**src/rtl/shift_exec_stage.sv**
```systemverilog
//============================================================================
// Module   : shift_exec_stage
// Purpose  : Execute-stage sequencer for shift/rotate instructions. Accepts
//            one op from decode, drives an external combinational barrel
//            shifter (one pass for SLL/SRL/SRA, two passes for ROL), and
//            holds the result and Z/N/C flags until writeback consumes it.
// Macro    : SHIFT_EXEC_FLUSH_EN - adds a 'flush' input that aborts any
//            in-flight op and returns the stage to IDLE.
// Ports    : clk, rst              clock, synchronous active-high reset
//            in_valid/in_ready     decode handshake
//            in_op/in_data/in_amt  operation, operand, shift amount
//            sh_in/sh_amt/sh_sign/sh_cont  drive to the barrel shifter
//            sh_out                result returned by the barrel shifter
//            out_valid/out_ready   writeback handshake
//            out_data/out_z/out_n/out_c  result and flags
//            flush                 (SHIFT_EXEC_FLUSH_EN only) abort
// Revision : 1.0 - initial release
//============================================================================
`default_nettype none

module shift_exec_stage #(
    parameter int W = 16
) (
    input  logic         clk,
    input  logic         rst,
`ifdef SHIFT_EXEC_FLUSH_EN
    input  logic         flush,
`endif
    input  logic         in_valid,
    output logic         in_ready,
    input  logic [1:0]   in_op,
    input  logic [W-1:0] in_data,
    input  logic [W-1:0] in_amt,
    output logic [W-1:0] sh_in,
    output logic [W-1:0] sh_amt,
    output logic         sh_sign,
    output logic         sh_cont,
    input  logic [W-1:0] sh_out,
    output logic         out_valid,
    input  logic         out_ready,
    output logic [W-1:0] out_data,
    output logic         out_z,
    output logic         out_n,
    output logic         out_c
);

    localparam logic [1:0] OP_SLL = 2'b00;
    localparam logic [1:0] OP_SRL = 2'b01;
    localparam logic [1:0] OP_SRA = 2'b10;
    localparam logic [1:0] OP_ROL = 2'b11;

    typedef enum logic [1:0] {
        S_IDLE  = 2'd0,
        S_PASS1 = 2'd1,
        S_PASS2 = 2'd2,
        S_DONE  = 2'd3
    } state_t;

    state_t         state_q;
    logic [1:0]     op_q;
    logic [W-1:0]   data_q;
    logic [W-1:0]   amt_q;
    logic [W-1:0]   tmp_q;
    logic [W-1:0]   sh_in_q;
    logic [W-1:0]   sh_amt_q;
    logic           sh_sign_q;
    logic           sh_cont_q;
    logic           out_valid_q;
    logic [W-1:0]   out_data_q;
    logic           out_z_q;
    logic           out_n_q;
    logic           out_c_q;

    logic           flush_w;
    logic [4:0]     n_eff_d;
    logic [3:0]     sll_idx_d;
    logic [3:0]     srl_idx_d;
    logic           shift_c_d;
    logic [W-1:0]   rol_res_d;
    logic           rol_c_d;
    logic [4:0]     rol_back_d;

`ifdef SHIFT_EXEC_FLUSH_EN
    assign flush_w = flush;
`else
    assign flush_w = 1'b0;
`endif

    // Carry is derived from the latched operand rather than from the
    // shifter, since the shifter reports no shifted-out bit.
    always_comb begin
        // Effective amount mirrors the shifter's saturation to 31.
        n_eff_d   = (|amt_q[W-1:5]) ? 5'd31 : amt_q[4:0];
        // 16-n and n-1 taken modulo 16; valid for 1 <= n <= 16.
        sll_idx_d = 4'd0 - n_eff_d[3:0];
        srl_idx_d = n_eff_d[3:0] - 4'd1;
        shift_c_d = 1'b0;
        if (n_eff_d != 5'd0) begin
            case (op_q)
                OP_SLL: shift_c_d = (n_eff_d <= 5'd16) ? data_q[sll_idx_d] : 1'b0;
                OP_SRL: shift_c_d = (n_eff_d <= 5'd16) ? data_q[srl_idx_d] : 1'b0;
                OP_SRA: shift_c_d = (n_eff_d <= 5'd16) ? data_q[srl_idx_d] : data_q[W-1];
                default: shift_c_d = 1'b0;
            endcase
        end
        // Second ROL pass: right shift by 16-r; r=0 gives 16, i.e. zero.
        rol_back_d = 5'd16 - {1'b0, amt_q[3:0]};
        rol_res_d  = tmp_q | sh_out;
        rol_c_d    = (amt_q[3:0] != 4'd0) & rol_res_d[0];
    end

    // The sh_* drive is registered and loaded one edge ahead, so it is
    // already stable throughout PASS1/PASS2 and holds elsewhere.
    always_ff @(posedge clk) begin
        if (rst) begin
            state_q     <= S_IDLE;
            op_q        <= 2'b00;
            data_q      <= '0;
            amt_q       <= '0;
            tmp_q       <= '0;
            sh_in_q     <= '0;
            sh_amt_q    <= '0;
            sh_sign_q   <= 1'b0;
            sh_cont_q   <= 1'b0;
            out_valid_q <= 1'b0;
            out_data_q  <= '0;
            out_z_q     <= 1'b0;
            out_n_q     <= 1'b0;
            out_c_q     <= 1'b0;
        end else if (flush_w) begin
            state_q     <= S_IDLE;
            out_valid_q <= 1'b0;
        end else begin
            case (state_q)
                S_IDLE: begin
                    if (in_valid) begin
                        op_q      <= in_op;
                        data_q    <= in_data;
                        amt_q     <= in_amt;
                        sh_in_q   <= in_data;
                        sh_amt_q  <= (in_op == OP_ROL) ? {{(W-4){1'b0}}, in_amt[3:0]} : in_amt;
                        sh_cont_q <= (in_op == OP_SRL) || (in_op == OP_SRA);
                        sh_sign_q <= (in_op == OP_SRA);
                        state_q   <= S_PASS1;
                    end
                end
                S_PASS1: begin
                    if (op_q == OP_ROL) begin
                        tmp_q     <= sh_out;
                        sh_amt_q  <= {{(W-5){1'b0}}, rol_back_d};
                        sh_cont_q <= 1'b1;
                        sh_sign_q <= 1'b0;
                        state_q   <= S_PASS2;
                    end else begin
                        out_data_q  <= sh_out;
                        out_z_q     <= (sh_out == '0);
                        out_n_q     <= sh_out[W-1];
                        out_c_q     <= shift_c_d;
                        out_valid_q <= 1'b1;
                        state_q     <= S_DONE;
                    end
                end
                S_PASS2: begin
                    out_data_q  <= rol_res_d;
                    out_z_q     <= (rol_res_d == '0);
                    out_n_q     <= rol_res_d[W-1];
                    out_c_q     <= rol_c_d;
                    out_valid_q <= 1'b1;
                    state_q     <= S_DONE;
                end
                S_DONE: begin
                    if (out_ready) begin
                        out_valid_q <= 1'b0;
                        state_q     <= S_IDLE;
                    end
                end
                default: state_q <= S_IDLE;
            endcase
        end
    end

    assign in_ready  = (state_q == S_IDLE);
    assign sh_in     = sh_in_q;
    assign sh_amt    = sh_amt_q;
    assign sh_sign   = sh_sign_q;
    assign sh_cont   = sh_cont_q;
    assign out_valid = out_valid_q;
    assign out_data  = out_data_q;
    assign out_z     = out_z_q;
    assign out_n     = out_n_q;
    assign out_c     = out_c_q;

endmodule

`default_nettype wire
```
**config.mk**
```make
export PLATFORM = sky130hd
export DESIGN_NAME = shift_exec_stage
export DESIGN_NICKNAME = d
export VERILOG_FILES = /design/src/rtl/shift_exec_stage.sv
export SDC_FILE = /design/constraint.sdc
export NUM_CORES = 1
export LEC_CHECK = 0
export ABC_CLOCK_PERIOD_IN_PS = 2500
export CORE_MARGIN = 10
export CORE_UTILIZATION = 30
export DETAILED_ROUTE_END_ITERATION = 16
export GPL_ROUTABILITY_DRIVEN = 0
export GPL_TIMING_DRIVEN = 1
export PLACE_DENSITY = 0.55
export SYNTH_ARGS = -nofsm -noshare
export SYNTH_HDL_FRONTEND = slang
export SYNTH_SLANG_ARGS = --single-unit
```
**constraint.sdc**
```tcl
create_clock -name clk -period 2.5 [get_ports clk]
set_input_delay 0.75 -clock clk [delete_from_list [all_inputs] [get_ports clk]]
set_output_delay 0.75 -clock clk [all_outputs]
set_load 0.01 [all_outputs]
```
Yosys cells after proc, flatten, opt, wreduce, memory -nomap -nowiden
Index checks and enable logic that the tools add are counted.
{"block": "totals", "ff_bits": 90, "in_bits": 54, "output_inout_bits": 55, "wordCells": 86}
{"block": "op_classes", "n_addsub": 3, "n_lt_le_gt_ge": 3, "n_eq_ne": 13, "n_mux": 35, "bitwise": 2, "n_reduce_logical": 17}
{"op": "$mux W16", "count": 4}
{"op": "$pmux W16 S2", "count": 2}
{"op": "$logic_not A16 Y1", "count": 2}
{"op": "$mux W1", "count": 16}
{"op": "$or A16 B16 Y16", "count": 1}
{"op": "$eq A2 B2 Y1 const B", "count": 6}
{"op": "$reduce_or A11 Y1", "count": 1}
{"op": "$lt A4 B5 Y1 const B", "count": 2}
{"op": "$pmux W1 S2", "count": 5}
{"op": "$bmux W1 S4", "count": 2}
{"op": "$ne A2 B2 Y1 const B", "count": 4}
{"op": "$pmux W2 S4", "count": 1}
{"op": "$reduce_and A2 Y1", "count": 4}
{"op": "$eq A2 B1 Y1 const B", "count": 3}
{"op": "$pmux W1 S3", "count": 2}
{"op": "$reduce_and A3 Y1", "count": 2}
{"op": "$le A5 B5 Y1 const B", "count": 1}
{"op": "$mux W5", "count": 1}
{"op": "$reduce_bool A5 Y1", "count": 1}
{"op": "$sub A5 B4 Y5 const A", "count": 1}
{"op": "$logic_not A2 Y1", "count": 2}
{"op": "$mux W2", "count": 2}
{"op": "$reduce_bool A2 Y1", "count": 2}
{"op": "$reduce_bool A4 Y1", "count": 1}
{"op": "5 further kinds", "count": 5}

Logic depth before layout (Yosys ltp)
Gate-level depths: netlist (run 1).
{"block": "depth", "word_depth": 10, "depth_mapped": 9, "mapped_depth_nobuf": 7}

Worst setup path before layout (run 1)
OpenSTA, ideal clock, no wires.
{"block": "synth_path", "path_kind": "in2reg", "from": "input in_valid", "to": "register sh_amt_q[10] (netlist: sh_amt[10])", "arrival_time_ps": 1849, "setup_slack_ps": 580, "path_stages": 6, "path_buffers": 2, "path_cell_list": "and2_1 > clkbuf_1 > o21ai_0 > clkbuf_1 > nand2_1 > a21oi_1"}
{"block": "synth_via", "elab_chain_len": 2}
{"element": "start: declaration", "line_no": "29", "text": "input logic in_valid,"}
{"element": "$ne A2 B2 Y1 (no source line)"}
{"element": "$reduce_and A3 Y1 (no source line)"}
{"element": "end signal: assignment", "line_no": "141", "text": "sh_amt_q <= (in_op == OP_ROL) ? {{(W-4){1'b0}}, in_amt[3:0]} : in_amt;"}
{"element": "end signal: assignment", "line_no": "150", "text": "sh_amt_q <= {{(W-5){1'b0}}, rol_back_d};"}
{"element": "end: declaration", "line_no": "65", "text": "logic [W-1:0] sh_amt_q;"}
Every way passes these cells.
A chain may end at the register's enable or synchronous reset.

Worst setup path after layout (run 1)
{"block": "layout_path", "from": "register state_q[1]", "to": "output in_ready"}
{"block": "layout_via", "elab_chain_len": 1}
{"element": "start: declaration", "line_no": "59", "text": "state_t state_q;"}
{"element": "start signal: assignment", "line_no": "116", "text": "state_q <= S_IDLE;"}
{"element": "start signal: assignment", "line_no": "131", "text": "state_q <= S_IDLE;"}
{"element": "start signal: assignment", "line_no": "144", "text": "state_q <= S_PASS1;"}
{"element": "$logic_not A2 Y1", "line_no": "182", "text": "assign in_ready = (state_q == S_IDLE);"}
{"element": "end: declaration", "line_no": "30", "text": "output logic in_ready,"}
Every way passes these cells.

==> insert_results.sql, run 1 <==
INSERT INTO impl_metrics (metric_group, metric, value, unit) VALUES
('detailed_routing', 'drc', '0', ''),
('die', 'rows', '42', ''),
('synthesis', 'synth_top_cell_area_share', '44.3', '%'),
('final_layout', 'share_of_cells_above_drive_strength_1', '7.05', '%'),
('worst_setup_path', 'cpPeakStageDelay', '0.56', 'ns'),
('worst_setup_path', 'cp.arrival', '1.58', 'ns'),
('die', 'ios', '109', ''),
('clocking', 'clock_path_buffers', '2', ''),
('worst_setup_path', 'critical_path_buf_inv_count', '2', ''),
('die', 'design.die.area', '18500', 'µm²'),
('die', 'fp.coreArea', '13200', 'µm²'),
('sta', 'period_minus_slack', '2.33', 'ns'),
('worst_setup_path', 'worstPathCellList', 'inv_1 > ha_2 > clkdlybuf4s50_1', ''),
('die', 'fp.dieW', '136', 'µm'),
('synthesis', 'netlist.top_cell.by_area', 'sky130_fd_sc_hd__dfxtp_1', ''),
('synthesis', 'synth_cells', '514', ''),
('final_layout', 'flow.area_growth_from_synthesis', '38.3', '%'),
('worst_setup_path', 'critical_path.slowest_cell', 'sky130_fd_sc_hd__clkdlybuf4s50_1', ''),
('synthesis', 'yosysMostFrequentCell', 'sky130_fd_sc_hd__nand2_1', ''),
('synthesis', 'synth_fp_nets', '575', ''),
('detailed_routing', 'detail_route.first_pass.iterations', '5', ''),
('global_routing', 'grt_start_max_net_pins', '90', ''),
('sta', 'unrepaired_setup_endpoints_after_global_routing', 'no', ''),
('synthesis', 'yosys-top-cells-area', 'sky130_fd_sc_hd__dfxtp_1, sky130_fd_sc_hd__nand2_1, sky130_fd_sc_hd__a21oi_1, sky130_fd_sc_hd__a211oi_1, sky130_fd_sc_hd__nor2_1', ''),
('worst_setup_path', 'critical_path_depth', '3', ''),
('worst_setup_path', 'crit_family', 'buffers and inverters', ''),
('sta', 'timing_hold_violations_final', '0', ''),
('global_routing', 'number_of_global_route_vias_before_repair', '3942', ''),
('sta', 'final-setup-viol-count', '0', ''),
('global_routing', 'grt_use_met3', '3.80', '%'),
('sta', 'fmaxAchievable', '0.428', 'GHz'),
('global_routing', 'grt_busiest_layer', 'met2', ''),
('placed_design', 'port-buffer-count', '108', ''),
('synthesis', 'synth_enable_flop_cells', '0', ''),
('clocking', 'htree_levels', '3', ''),
('detailed_routing', 'wire_per_inst', '15.5', 'µm'),
('detailed_routing', 'via_count', '3913', ''),
('detailed_routing', 'route.final.wire_length', '12200', 'µm'),
('global_routing', 'wire_length_of_the_first_global_routing_pass', '20300', 'µm'),
('worst_setup_path', 'cp.required', '1.75', 'ns'),
('die', 'start_util', '30.5', '%'),
('global_routing', 'grtUsageMet1', '16.8', '%'),
('detailed_routing', 'drtIter0Drc', '253', ''),
('global_routing', 'globalRouteMet2Util', '21.3', '%'),
('sta', 'final.period_utilization', '93.4', '%'),
('clocking', 'cts_buf_count', '9', ''),
('hold_path', 'min-delay-path-class', 'reg2reg', ''),
('synthesis', 'ys_types', '56', ''),
('detailed_routing', 'postRouteAntennaNets', '0', ''),
('die', 'die_h', '136', 'µm'),
('sta', 'final.setup.tns', '0', 'ns'),
('clocking', 'clkTransAtPathRegs', '0.07', 'ns'),
('placed_design', 'dpl.hpwl', '8970', 'µm'),
('hold_path', 'worstHoldPathCells', '2', ''),
('power_and_ir_drop', 'ir_drop', '0.000330', 'V'),
('sta', 'layout_setup_ws', '0.166', 'ns'),
('global_routing', 'number_of_antenna_violations_at_the_first_check_in_global_routing', '0', ''),
('final_layout', 'diodes', '0', ''),
('power_and_ir_drop', 'p_per_area', '1100', 'nW/µm²'),
('synthesis', 'synth.yosys.warnings', '0', ''),
('outcome', 'run_status', 'completed', ''),
('synthesis', 'post_synth_most_frequent_cells', 'sky130_fd_sc_hd__nand2_1, sky130_fd_sc_hd__dfxtp_1, sky130_fd_sc_hd__a21oi_1', ''),
('sta', 'timing.max_slew.rel_slack', '54.9', '%'),
('synthesis', 'synthFlopType', 'sky130_fd_sc_hd__dfxtp_1', ''),
('worst_setup_path', 'endpoint_kind', 'output pin', ''),
('final_layout', 'fin_nets', '667', ''),
('global_routing', 'groute.usage.overall', '13.5', '%'),
('synthesis', 'synth-seq-cells', '89', ''),
('clocking', 'ctsHoldBuffers', '0', ''),
('sta', 'clock_skew', '0.00676', 'ns'),
('clocking', 'clock-root-buffer', 'sky130_fd_sc_hd__clkbuf_16', '');
final cells by class:
class	instances	area, µm²
fill	1369	7620
multi-input combinational	378	2040
sequential	89	1780
tap	176	220
inverter	7	26.3
clock inverter	5	65.1
timing repair buffer	121	1200
clock buffer	10	239
cell usage in the layout, fill, tap and decap left out, types with 3 or more instances in the layout:
master,instances
sky130_fd_sc_hd__nor4_1,7
sky130_fd_sc_hd__clkbuf_16,9
sky130_fd_sc_hd__and3_1,5
sky130_fd_sc_hd__nand2_1,122
sky130_fd_sc_hd__clkdlybuf4s50_1,107
sky130_fd_sc_hd__a21oi_1,65
sky130_fd_sc_hd__clkinv_4,3
sky130_fd_sc_hd__nor3_1,21
sky130_fd_sc_hd__o21ai_1,3
sky130_fd_sc_hd__mux2i_1,6
sky130_fd_sc_hd__a221oi_1,3
sky130_fd_sc_hd__nand2b_1,7
sky130_fd_sc_hd__nand3_1,16
sky130_fd_sc_hd__a211oi_1,22
sky130_fd_sc_hd__nor2_1,36
sky130_fd_sc_hd__dfxtp_1,89
sky130_fd_sc_hd__o22ai_1,7
sky130_fd_sc_hd__o21ai_0,4
sky130_fd_sc_hd__nor2b_1,3
sky130_fd_sc_hd__ha_1,6
sky130_fd_sc_hd__nor3b_1,4
sky130_fd_sc_hd__inv_1,7
sky130_fd_sc_hd__a31oi_1,4
sky130_fd_sc_hd__buf_4,11
cells by family (layout without fill, tap and decap cells):
group,count (synthesis),count (layout),synth area share [%]
simple gates,239,239,27.4
fa+ha+maj,8,8,2.45
compound gates,123,123,18.6
mux,7,7,1.77
flops,89,89,44.3
xor+xnor,1,1,0.218
buf+inv,47,143,5.25
state kept, by name (all words and copies together), names as in the netlist:
name       cells
amt_q         16
out_data      16
sh_amt        16
sh_in         16
tmp_q         16
op_q           2
state_q        2
out_c          1
out_valid      1
out_z          1
sh_cont        1
sh_sign        1
power breakdown:
part	total (mW)	internal, mW	switching [mW]	leakage (nW)
Combinational	2.68	1.27	1.42	1.06
Clock	1.38	0.805	0.579	0.149
Sequential	2.03	1.77	0.267	0.728
worst paths after layout:
check / from / to / slack [ns]
max: state_q[1] / in_ready / 0.17
min: amt_q[10] / amt_q[10] / 0.46
max reg2reg: amt_q[0] / out_c / 0.47
min reg2reg: amt_q[10] / amt_q[10] / 0.46
worst reg2reg max path, stage by stage, from the launching register on:
cell	delay, ns
sky130_fd_sc_hd__dfxtp_1	0.71
sky130_fd_sc_hd__nor2b_1	0.35
sky130_fd_sc_hd__a221o_1	0.21
sky130_fd_sc_hd__o221ai_1	0.15
sky130_fd_sc_hd__a31oi_1	0.24
sky130_fd_sc_hd__nor3_2	0.07
sky130_fd_sc_hd__o31ai_2	0.22
metrics by stage:
step	total power, mW	cell area, µm²	cells	hold slack [ns]	util, %
5_1_grt	6.60	5570	786	0.476	42.2
6_report	6.10	5570	786	0.459	42.2
2_1_floorplan	3.66	4030	514	0.436	-
4_1_cts	6.19	5560	786	0.459	42.2
3_3_place_gp	4.74	5260	771	0.442	39.9
3_5_place_dp	4.78	5260	771	0.444	39.9
metal layers:
| metal | vias up | wire length, µm |
|---|---|---|
| met3 | 17 | 813 |
| met2 | 123 | 5620 |
| li1 | 1968 | - |
| met4 | 0 | 216 |
| met1 | 1805 | 5500 |
| met5 | - | 0 |
repair_timing:
action,4_1_cts,5_1_grt
setup endpoints to repair,0,1
setup buffers,0,0
resized for setup,0,1
(Power assumes the default switching activity.)
==> run 2, diff against run 1 <==
--- a/config.mk
+++ b/config.mk
@@ -10,7 +10,6 @@
 export CORE_UTILIZATION = 30
 export DETAILED_ROUTE_END_ITERATION = 16
 export GPL_ROUTABILITY_DRIVEN = 0
-export GPL_TIMING_DRIVEN = 1
 export PLACE_DENSITY = 0.55
 export SYNTH_ARGS = -nofsm -noshare
 export SYNTH_HDL_FRONTEND = slang
==> results of run 2 <==
No change in the layout: final DEF, timing and power equal those of run 1.
